## config.mk

```make
export PLATFORM = sky130hd
export DESIGN_NAME = wptr_full_gen
export DESIGN_NICKNAME = d
export VERILOG_FILES = /design/src/rtl/wptr_full_gen.sv
export SDC_FILE = /design/constraint.sdc
export NUM_CORES = 1
export LEC_CHECK = 0
export CAP_MARGIN = 10
export CORE_UTILIZATION = 41
export CTS_CLUSTER_SIZE = 40
export DETAILED_ROUTE_END_ITERATION = 6
export PLACE_DENSITY = 0.68
export REMOVE_ABC_BUFFERS = 1
export SYNTH_ARGS = -nofsm -noshare
export SYNTH_HDL_FRONTEND = slang
export SYNTH_SLANG_ARGS = --single-unit
```

## constraint.sdc

```tcl
create_clock -name w_clk -period 2 [get_ports w_clk]
set_clock_uncertainty 0.15 [all_clocks]
set_input_delay 0.4 -clock w_clk [delete_from_list [all_inputs] [get_ports w_clk]]
set_output_delay 0.4 -clock w_clk [all_outputs]
set_load 0.01 [all_outputs]
```

## src/rtl/wptr_full_gen.sv

```systemverilog
// Write-domain control stage of the asynchronous FIFO.
// Keeps the binary and Gray write pointers, synchronises the read-domain Gray pointer
// into w_clk, and produces a registered full flag for the dual-clock RAM write port.
// Optional feature: define W_ALMOST_FULL_EN to add the registered almost_full output
// (Gray-to-binary conversion of the synchronised read pointer plus an occupancy compare).
module wptr_full_gen #(
   parameter int unsigned DEPTH       = 8,
   parameter int unsigned PTR_WIDTH   = $clog2(DEPTH),
   parameter int unsigned SYNC_STAGES = 2
`ifdef W_ALMOST_FULL_EN
   ,
   parameter int unsigned AF_THRESH   = DEPTH - 2
`endif
) (
   input  logic                 w_clk,
   input  logic                 w_rst_n,
   input  logic                 w_en,
   input  logic [PTR_WIDTH:0]   r_gray_ptr,
   output logic [PTR_WIDTH-1:0] w_ptr,
   output logic [PTR_WIDTH:0]   w_gray_ptr,
   output logic                 full,
   output logic                 w_accept
`ifdef W_ALMOST_FULL_EN
   ,
   output logic                 almost_full
`endif
);

   // Pointer state: one extra wrap bit distinguishes full from empty.
   logic [PTR_WIDTH:0] w_bin_q;
   logic [PTR_WIDTH:0] w_bin_next;
   logic [PTR_WIDTH:0] w_gray_q;
   logic [PTR_WIDTH:0] w_gray_next;
   logic               full_q;
   logic               full_d;

   // Read-pointer synchroniser chain; rq_gray is the last stage.
   logic [PTR_WIDTH:0] sync_q [SYNC_STAGES];
   logic [PTR_WIDTH:0] rq_gray;
   logic [PTR_WIDTH:0] full_target;

   assign rq_gray = sync_q[SYNC_STAGES-1];

   // A write is performed only when requested and the FIFO is not full.
   assign w_accept = w_en && !full_q;

   // Next binary and Gray pointer values for the coming edge.
   always_comb begin
      w_bin_next  = w_bin_q + {{PTR_WIDTH{1'b0}}, w_accept};
      w_gray_next = w_bin_next ^ (w_bin_next >> 1);
   end

   // Full when the write pointer is exactly DEPTH ahead of the read pointer: in Gray code that
   // is the read pointer with its two MSBs inverted and the remaining bits equal.
   always_comb begin
      full_target = {~rq_gray[PTR_WIDTH:PTR_WIDTH-1], rq_gray[PTR_WIDTH-2:0]};
      full_d      = (w_gray_next == full_target);
   end

   // Pointer and full registers; async clear so outputs drop without waiting for an edge.
   always_ff @(posedge w_clk or negedge w_rst_n) begin
      if (!w_rst_n) begin
         w_bin_q  <= '0;
         w_gray_q <= '0;
         full_q   <= 1'b0;
      end else begin
         w_bin_q  <= w_bin_next;
         w_gray_q <= w_gray_next;
         full_q   <= full_d;
      end
   end

   // Plain flop chain for the asynchronous read pointer; no logic between stages.
   always_ff @(posedge w_clk or negedge w_rst_n) begin
      if (!w_rst_n) begin
         for (int i = 0; i < int'(SYNC_STAGES); i++) begin
            sync_q[i] <= '0;
         end
      end else begin
         sync_q[0] <= r_gray_ptr;
         for (int i = 1; i < int'(SYNC_STAGES); i++) begin
            sync_q[i] <= sync_q[i-1];
         end
      end
   end

   assign w_ptr      = w_bin_q[PTR_WIDTH-1:0];
   assign w_gray_ptr = w_gray_q;
   assign full       = full_q;

`ifdef W_ALMOST_FULL_EN
   localparam logic [PTR_WIDTH:0] AfThreshW = (PTR_WIDTH+1)'(AF_THRESH);

   logic [PTR_WIDTH:0] rq_bin;
   logic [PTR_WIDTH:0] occupancy;
   logic               almost_full_q;
   logic               almost_full_d;

   // Gray-to-binary of the synchronised read pointer, then occupancy mod 2*DEPTH.
   always_comb begin
      rq_bin[PTR_WIDTH] = rq_gray[PTR_WIDTH];
      for (int i = int'(PTR_WIDTH) - 1; i >= 0; i--) begin
         rq_bin[i] = rq_bin[i+1] ^ rq_gray[i];
      end
      occupancy     = w_bin_next - rq_bin;
      almost_full_d = (occupancy >= AfThreshW);
   end

   // Registered almost_full; stale rq_gray makes it pessimistic just like full.
   always_ff @(posedge w_clk or negedge w_rst_n) begin
      if (!w_rst_n) begin
         almost_full_q <= 1'b0;
      end else begin
         almost_full_q <= almost_full_d;
      end
   end

   assign almost_full = almost_full_q;
`endif

   // Design invariants: no write into a full FIFO, and the pointer moves only on a write.
   a_no_write_when_full : assert property (
      @(posedge w_clk) disable iff (!w_rst_n) full_q |-> !w_accept);

   a_ptr_holds : assert property (
      @(posedge w_clk) disable iff (!w_rst_n) !w_accept |=> $stable(w_bin_q));

endmodule

```

==> results of run 1 <==
-- cells by family after synthesis --
family          count (synthesis)
simple gates                   11
xor+xnor                        9
fa+ha+maj                       2
flops                          16
compound gates                  8
buf+inv                         4
-- metal layers --
layer  GRT usage  part of all wire  up-vias
li1            -                 -      215
met1      0.1314              0.41      212
met3     0.03879             0.043        2
met5           0                 0        -
met2      0.2188              0.54       13
met4     0.07500            0.0096        0
-- worst min path at each step --
stage / start / end / slack [ns] / cells past startpoint
5_1_grt: sync_q[4] / rq_gray[0] / 0.21 / 0
3_3_place_gp: sync_q[6] / rq_gray[2] / 0.18 / 0
6_report: sync_q[6] / rq_gray[2] / 0.20 / 0
3_5_place_dp: sync_q[6] / rq_gray[2] / 0.18 / 0
2_1_floorplan: w_rst_n / full / -0.05 / 0
4_1_cts: sync_q[6] / rq_gray[2] / 0.20 / 0
-- report_power, final --
group | switching (uW) | total [uW] | internal, uW
registers | 94.8 | 518 | 424
logic | 342 | 874 | 531
clock network | 84.8 | 154 | 69.6
-- final cells by class --
class / instances / area [sq um] / share of cell area
flip-flops and latches: 16 / 401.6 / 0.4344
multi-input cells: 30 / 267.8 / 0.2896
repair buffers: 23 / 209.0 / 0.2260
clock buffers: 3 / 22.52 / 0.02436
well taps: 16 / 20.02 / 0.02165
inverters: 1 / 3.754 / 0.004060
-- worst max-delay path, cell delays in order --
cell,delay (ns)
clkdlybuf4s50_1,0.48
nor2b_4,0.19
ha_4,0.22
xor2_1,0.16
a211o_1,0.27
a32oi_1,0.15
o2111a_1,0.20
-- per-stage QoR --
step           power (uW)    util  instances  area [sq um]  hold slack, ns
2_1_floorplan       938.2       -         47         631.9        -0.04559
3_3_place_gp         1307  0.5723         86         862.1          0.1829
3_5_place_dp         1318  0.5723         86         862.1          0.1847
4_1_cts              1516  0.5963         89         898.4          0.2047
5_1_grt              1641  0.6138         89         924.6          0.2147
6_report             1546  0.6138         89         924.6          0.2017
-- sequential cells by signal, summed over array words and instances (netlist names) --
register and count:
full 1, rq_gray 4, sync_q 4, w_bin_q 4
w_gray_ptr 3
-- synth_stat cells --
cell / instances
xor2_1: 3
nor2b_1: 3
clkbuf_1: 1
or2_2: 1
o2bb2ai_1: 1
a21oi_1: 3
dfrtp_1: 16
a211o_1: 1
xnor2_2: 1
nand2_1: 3
ha_1: 2
nand2b_1: 2
buf_6: 2
a32oi_1: 1
nand3_1: 2
o2111a_1: 1
o21ai_0: 1
inv_1: 1
xnor2_1: 5
-- what timing repair did --
action,4_1_cts,5_1_grt
hold endpoints to repair,0,0
pin swaps,0,3
resized for setup,4,6
endpoints found under the setup margin,2,2
hold buffers,0,0
==> impl_metrics.env, run 1 <==
export IMPL_status="complete, but fails checks"
export IMPL_violations="negative setup slack"
export IMPL_nNetsFinal=84
export IMPL_hpwl_um=775.8
export IMPL_synth_cell_type_count=19
export IMPL_synthAdderAreaFrac=0.03802
export IMPL_drtIter0Drc=4
export IMPL_start_util=0.4369
export IMPL_clock_root_buffer="clkbuf_4"
export IMPL_die_h_um=42.07
export IMPL_setup_viol=1
export IMPL_yosys_mux_area_fraction=0
export IMPL_io_buffers=15
export IMPL_grt_pass1_vias=393
export IMPL_core_area_sq_um=1506
export IMPL_min_period_ns=2.021
export IMPL_power_leakage_uw=0.0004018
export IMPL_final_setup_worst_slack_ns=-0.02071
export IMPL_worstRegToRegCells=6
export IMPL_drc=0
export IMPL_synth_simple_area_share=0.08935
export IMPL_gp_congestion=0.7522
export IMPL_synth_area_sq_um=658.1
export IMPL_grtUsageTotal=0.1255
export IMPL_cp_arrival_ns=2.08
export IMPL_tns_ns=-0.02071
export IMPL_timing_rr_end="full"
export IMPL_final_common_cell="dfrtp_1"
export IMPL_syn_inst=50
export IMPL_post_cts_buffers=0
export IMPL_wl_per_cell_um=11.75
export IMPL_ios=16
export IMPL_cts_tree="yes"
export IMPL_yosys_warnings=0
export IMPL_synth_top_family_by_area="XOR/XNOR gates"
export IMPL_grt_ovfl_total=0
export IMPL_synth_top_cells_by_area="dfrtp_1, xnor2_1, xor2_1"
export IMPL_layout_cells_most_common_list="dfrtp_1, clkdlybuf4s50_1, buf_4"
export IMPL_grt_max_degree=10
export IMPL_slew_headroom=0.7269
export IMPL_ir_drop_mv=1.002
export IMPL_cap_viol_max_count=0
export IMPL_clockBufferDepth=2
export IMPL_drv_slew=0
export IMPL_fill_cells=116
export IMPL_avgSynthCellArea_sq_um=13.16
export IMPL_drt_pass1_iterations=4
export IMPL_htree_levels=1
export IMPL_fin_crit_sh=1.010
export IMPL_cts_buffers=3
export IMPL_synthXorXnorAreaFrac=0.1312
export IMPL_r2r_slack_ns=0.19
export IMPL_synth_compound_area_share=0.08745
export IMPL_clk_pin_slew_ns=0.08
export IMPL_worstHoldPathType="reg2reg"
export IMPL_worstPathRequired_ns=2.06
export IMPL_syn_to_final_growth_pct=40.49
export IMPL_hold_viol=0
export IMPL_path_max_fanout=2
export IMPL_crit_path_end="full"
export IMPL_grt_first_pass_wirelength_mm=1.593
export IMPL_floorplan_die_width_um=42.07
export IMPL_drive_gt1_frac=0.2466
export IMPL_yosys_area_top_type="dfrtp_1"
export IMPL_num_vias=442
export IMPL_antenna_found_initial=0
export IMPL_crit_path_start="w_en"
export IMPL_synth_seq_cells=16
export IMPL_dp_slack_ns=-0.4250
export IMPL_diodes=0
export IMPL_synth_top_area_frac=0.6084
export IMPL_p_per_area_nw_per_um2=1672
export IMPL_rr_startpoint="full"
export IMPL_cts_sink_count=16
export IMPL_viasPerCell=4.966
export IMPL_die_area_sq_um=1769
export IMPL_yosysSeqAreaShare=0.6084
export IMPL_clock_latency_ns=0.27
export IMPL_wl_mm=1.046
export IMPL_fp_row_count=14
export IMPL_setup_worst_path_class="in2reg"
export IMPL_fmax_ghz=0.4949
export IMPL_end_kind="flip-flop"
export IMPL_crit_path_start_kind="input port"
export IMPL_worst_slew_pin_slew_ns=0.4084
export IMPL_ant_nets=0
No activity file was read; power rests on OpenSTA's default activity.
==> run 2, diff against run 1 <==
--- a/config.mk
+++ b/config.mk
@@ -6,6 +6,7 @@
 export NUM_CORES = 1
 export LEC_CHECK = 0
 export CAP_MARGIN = 10
+export CORE_MARGIN = 3
 export CORE_UTILIZATION = 41
 export CTS_CLUSTER_SIZE = 40
 export DETAILED_ROUTE_END_ITERATION = 6
==> run 2 against run 1 <==
Net effect:
- the run now ends clean
- fmax rose by 1.5%
- die area up 20%
- first-iteration DRC count unchanged
- clock power rose by 37%
- utilization is 4.5 points higher
- worst hold slack worse by 0.0063 ns
- register-to-register slack about the same
- sequential cell count stayed put
- global-route usage grew 1.7 points
- critical endpoint unchanged
- highest routed layer unchanged
==> impl_metrics.env, run 2 (synthesis gave the netlist of run 1 again) <==
export IMPL_status="completed"
export IMPL_clock_latency_ns=0.29
export IMPL_fill_cells=102
export IMPL_diodes=0
export IMPL_worstPathRequired_ns=2.08
export IMPL_final_cell_area_sq_um=922.1
export IMPL_drt_pass1_iterations=4
export IMPL_final_common_cell="dfrtp_1"
export IMPL_core_area_sq_um=1399
export IMPL_gp_congestion=0.7941
export IMPL_final_cells=87
export IMPL_path_max_fanout=2
export IMPL_grt_first_pass_wirelength_mm=1.925
export IMPL_sw_frac_of_total=0.3452
export IMPL_slew_headroom=0.7280
export IMPL_wl_per_cell_um=13.69
export IMPL_setup_worst_path_class="in2reg"
export IMPL_seqCellArea_sq_um=401.6
export IMPL_hold_ws_ns=0.1954
export IMPL_drv_slew=0
export IMPL_p_per_area_nw_per_um2=1727
export IMPL_cts_buffers=3
export IMPL_power_leakage_uw=0.0003943
export IMPL_p_switching_uw=549.8
export IMPL_grt_max_degree=10
export IMPL_io_buffers=15
export IMPL_drive_gt1_frac=0.2361
export IMPL_min_period_ns=1.992
export IMPL_clock_root_buffer="clkbuf_4"
export IMPL_antenna_found_initial=0
export IMPL_cp_slowest_stage_delay_ns=0.47
export IMPL_tns_ns=0
export IMPL_hpwl_um=864.7
export IMPL_path_cells="clkdlybuf4s50_1 -> nor2b_4 -> ha_4 -> xor2_2 -> a211o_1 -> a32oi_1 -> o2111a_1"
export IMPL_clockPowerShare=0.133
export IMPL_multi_input_area_sq_um=267.8
export IMPL_cts_sink_count=16
export IMPL_placed_area_sq_um=838.3
export IMPL_seqPwrFrac=0.325
export IMPL_hold_viol=0
export IMPL_cts_tree="yes"
export IMPL_die_h_um=46.07
export IMPL_num_vias=442
export IMPL_layout_cells_most_common_list="dfrtp_1, clkdlybuf4s50_1, buf_4"
export IMPL_setup_viol=0
export IMPL_wl_mm=1.191
export IMPL_clockBufferDepth=2
export IMPL_cp_top_family="compound AO/OA/AOI/OAI gates"
export IMPL_worst_path_buf_inv=1
export IMPL_drtIter0Drc=4
export IMPL_grt_ovfl_total=0
export IMPL_die_area_sq_um=2122
export IMPL_ant_nets=0
export IMPL_fin_crit_sh=0.9959
export IMPL_start_util=0.4705
export IMPL_htree_levels=1
export IMPL_floorplan_die_width_um=46.07
export IMPL_ir_drop_mv=0.9941
export IMPL_worst_slew_pin_slew_ns=0.4068
export IMPL_fmax_ghz=0.5021
export IMPL_slowest_stage="clkdlybuf4s50_1"
export IMPL_worstHoldPathType="reg2reg"
export IMPL_dpl_cell_count=82
export IMPL_ios=16
export IMPL_cp_arrival_ns=2.08
export IMPL_syn_to_final_growth_pct=40.11
export IMPL_grt_pass1_vias=433
export IMPL_combPwrFrac=0.543
export IMPL_nNetsFinal=82
export IMPL_crit_path_start_kind="input port"
export IMPL_grtUsageTotal=0.1425
export IMPL_viasPerCell=5.080
export IMPL_cap_viol_max_count=0
export IMPL_p_int_uw=1043
export IMPL_clk_pin_slew_ns=0.10
export IMPL_fp_row_count=13
export IMPL_end_kind="flip-flop"
export IMPL_drc=0
-- run 2: cell types whose count changed in the layout (fill, tap and decap cells not counted) --
cell      delta
xnor2_1      +1
xnor2_2      -1
xor2_1       -1
buf_4        -2
clkbuf_8     +1
xor2_2       +1
-- run 2: area by class of cell --
cell class                 instances  share of cell area
timing repair buffer              21              0.2103
clock buffer                       4             0.03935
multi-input combinational         30              0.2904
tap                               15             0.02035
inverter                           1            0.004071
sequential                        16              0.4355
-- run 2: what timing repair did --
| item | 4_1_cts | 5_1_grt |
|---|---|---|
| hold buffers | 0 | 0 |
| buffers inserted | 1 | 0 |
| pin swaps | 4 | 1 |
| endpoints found under the setup margin | 2 | 2 |
| gates resized for setup | 5 | 5 |
-- run 2: metal layers --
| metal | up-vias | wire [um] | GRT usage |
|---|---|---|---|
| met3 | 4 | 71 | 0.08203 |
| met4 | 0 | 20 | 0.06818 |
| li1 | 208 | - | - |
| met1 | 215 | 493 | 0.1461 |
| met5 | - | 0 | 0 |
| met2 | 15 | 606 | 0.2308 |
-- run 2: through the flow --
step | util | setup WS (ns) | total power [uW]
2_1_floorplan | - | -0.1152 | 938.2
3_5_place_dp | 0.5993 | -0.4342 | 1286
5_1_grt | 0.6592 | -0.006504 | 1733
3_3_place_gp | 0.5993 | -0.3905 | 1275
4_1_cts | 0.6422 | 0.005695 | 1552
6_report | 0.6592 | 0.008293 | 1593
-- run 2: power groups by stage --
stage                     combinational, uW  sequential, uW  clock, uW
after global placement                  770             505          0
final                                   864             517        211
after CTS                               824             507        220
after floorplan                         401             538          0
after global routing                    955             531        247
after detailed placement                778             508          0
-- run 2: worst paths after layout --
kind	from	end	slack, ns	cells after the start
min reg2reg	sync_q[7]	rq_gray[3]	0.20	0
max	w_en	full	0.008	7
max in group asynchronous	w_rst_n	sync_q[7]	0.99	2
min	sync_q[7]	rq_gray[3]	0.20	0
min in group asynchronous	w_rst_n	w_gray_ptr[1]	0.24	1
max reg2reg	full	full	0.18	6
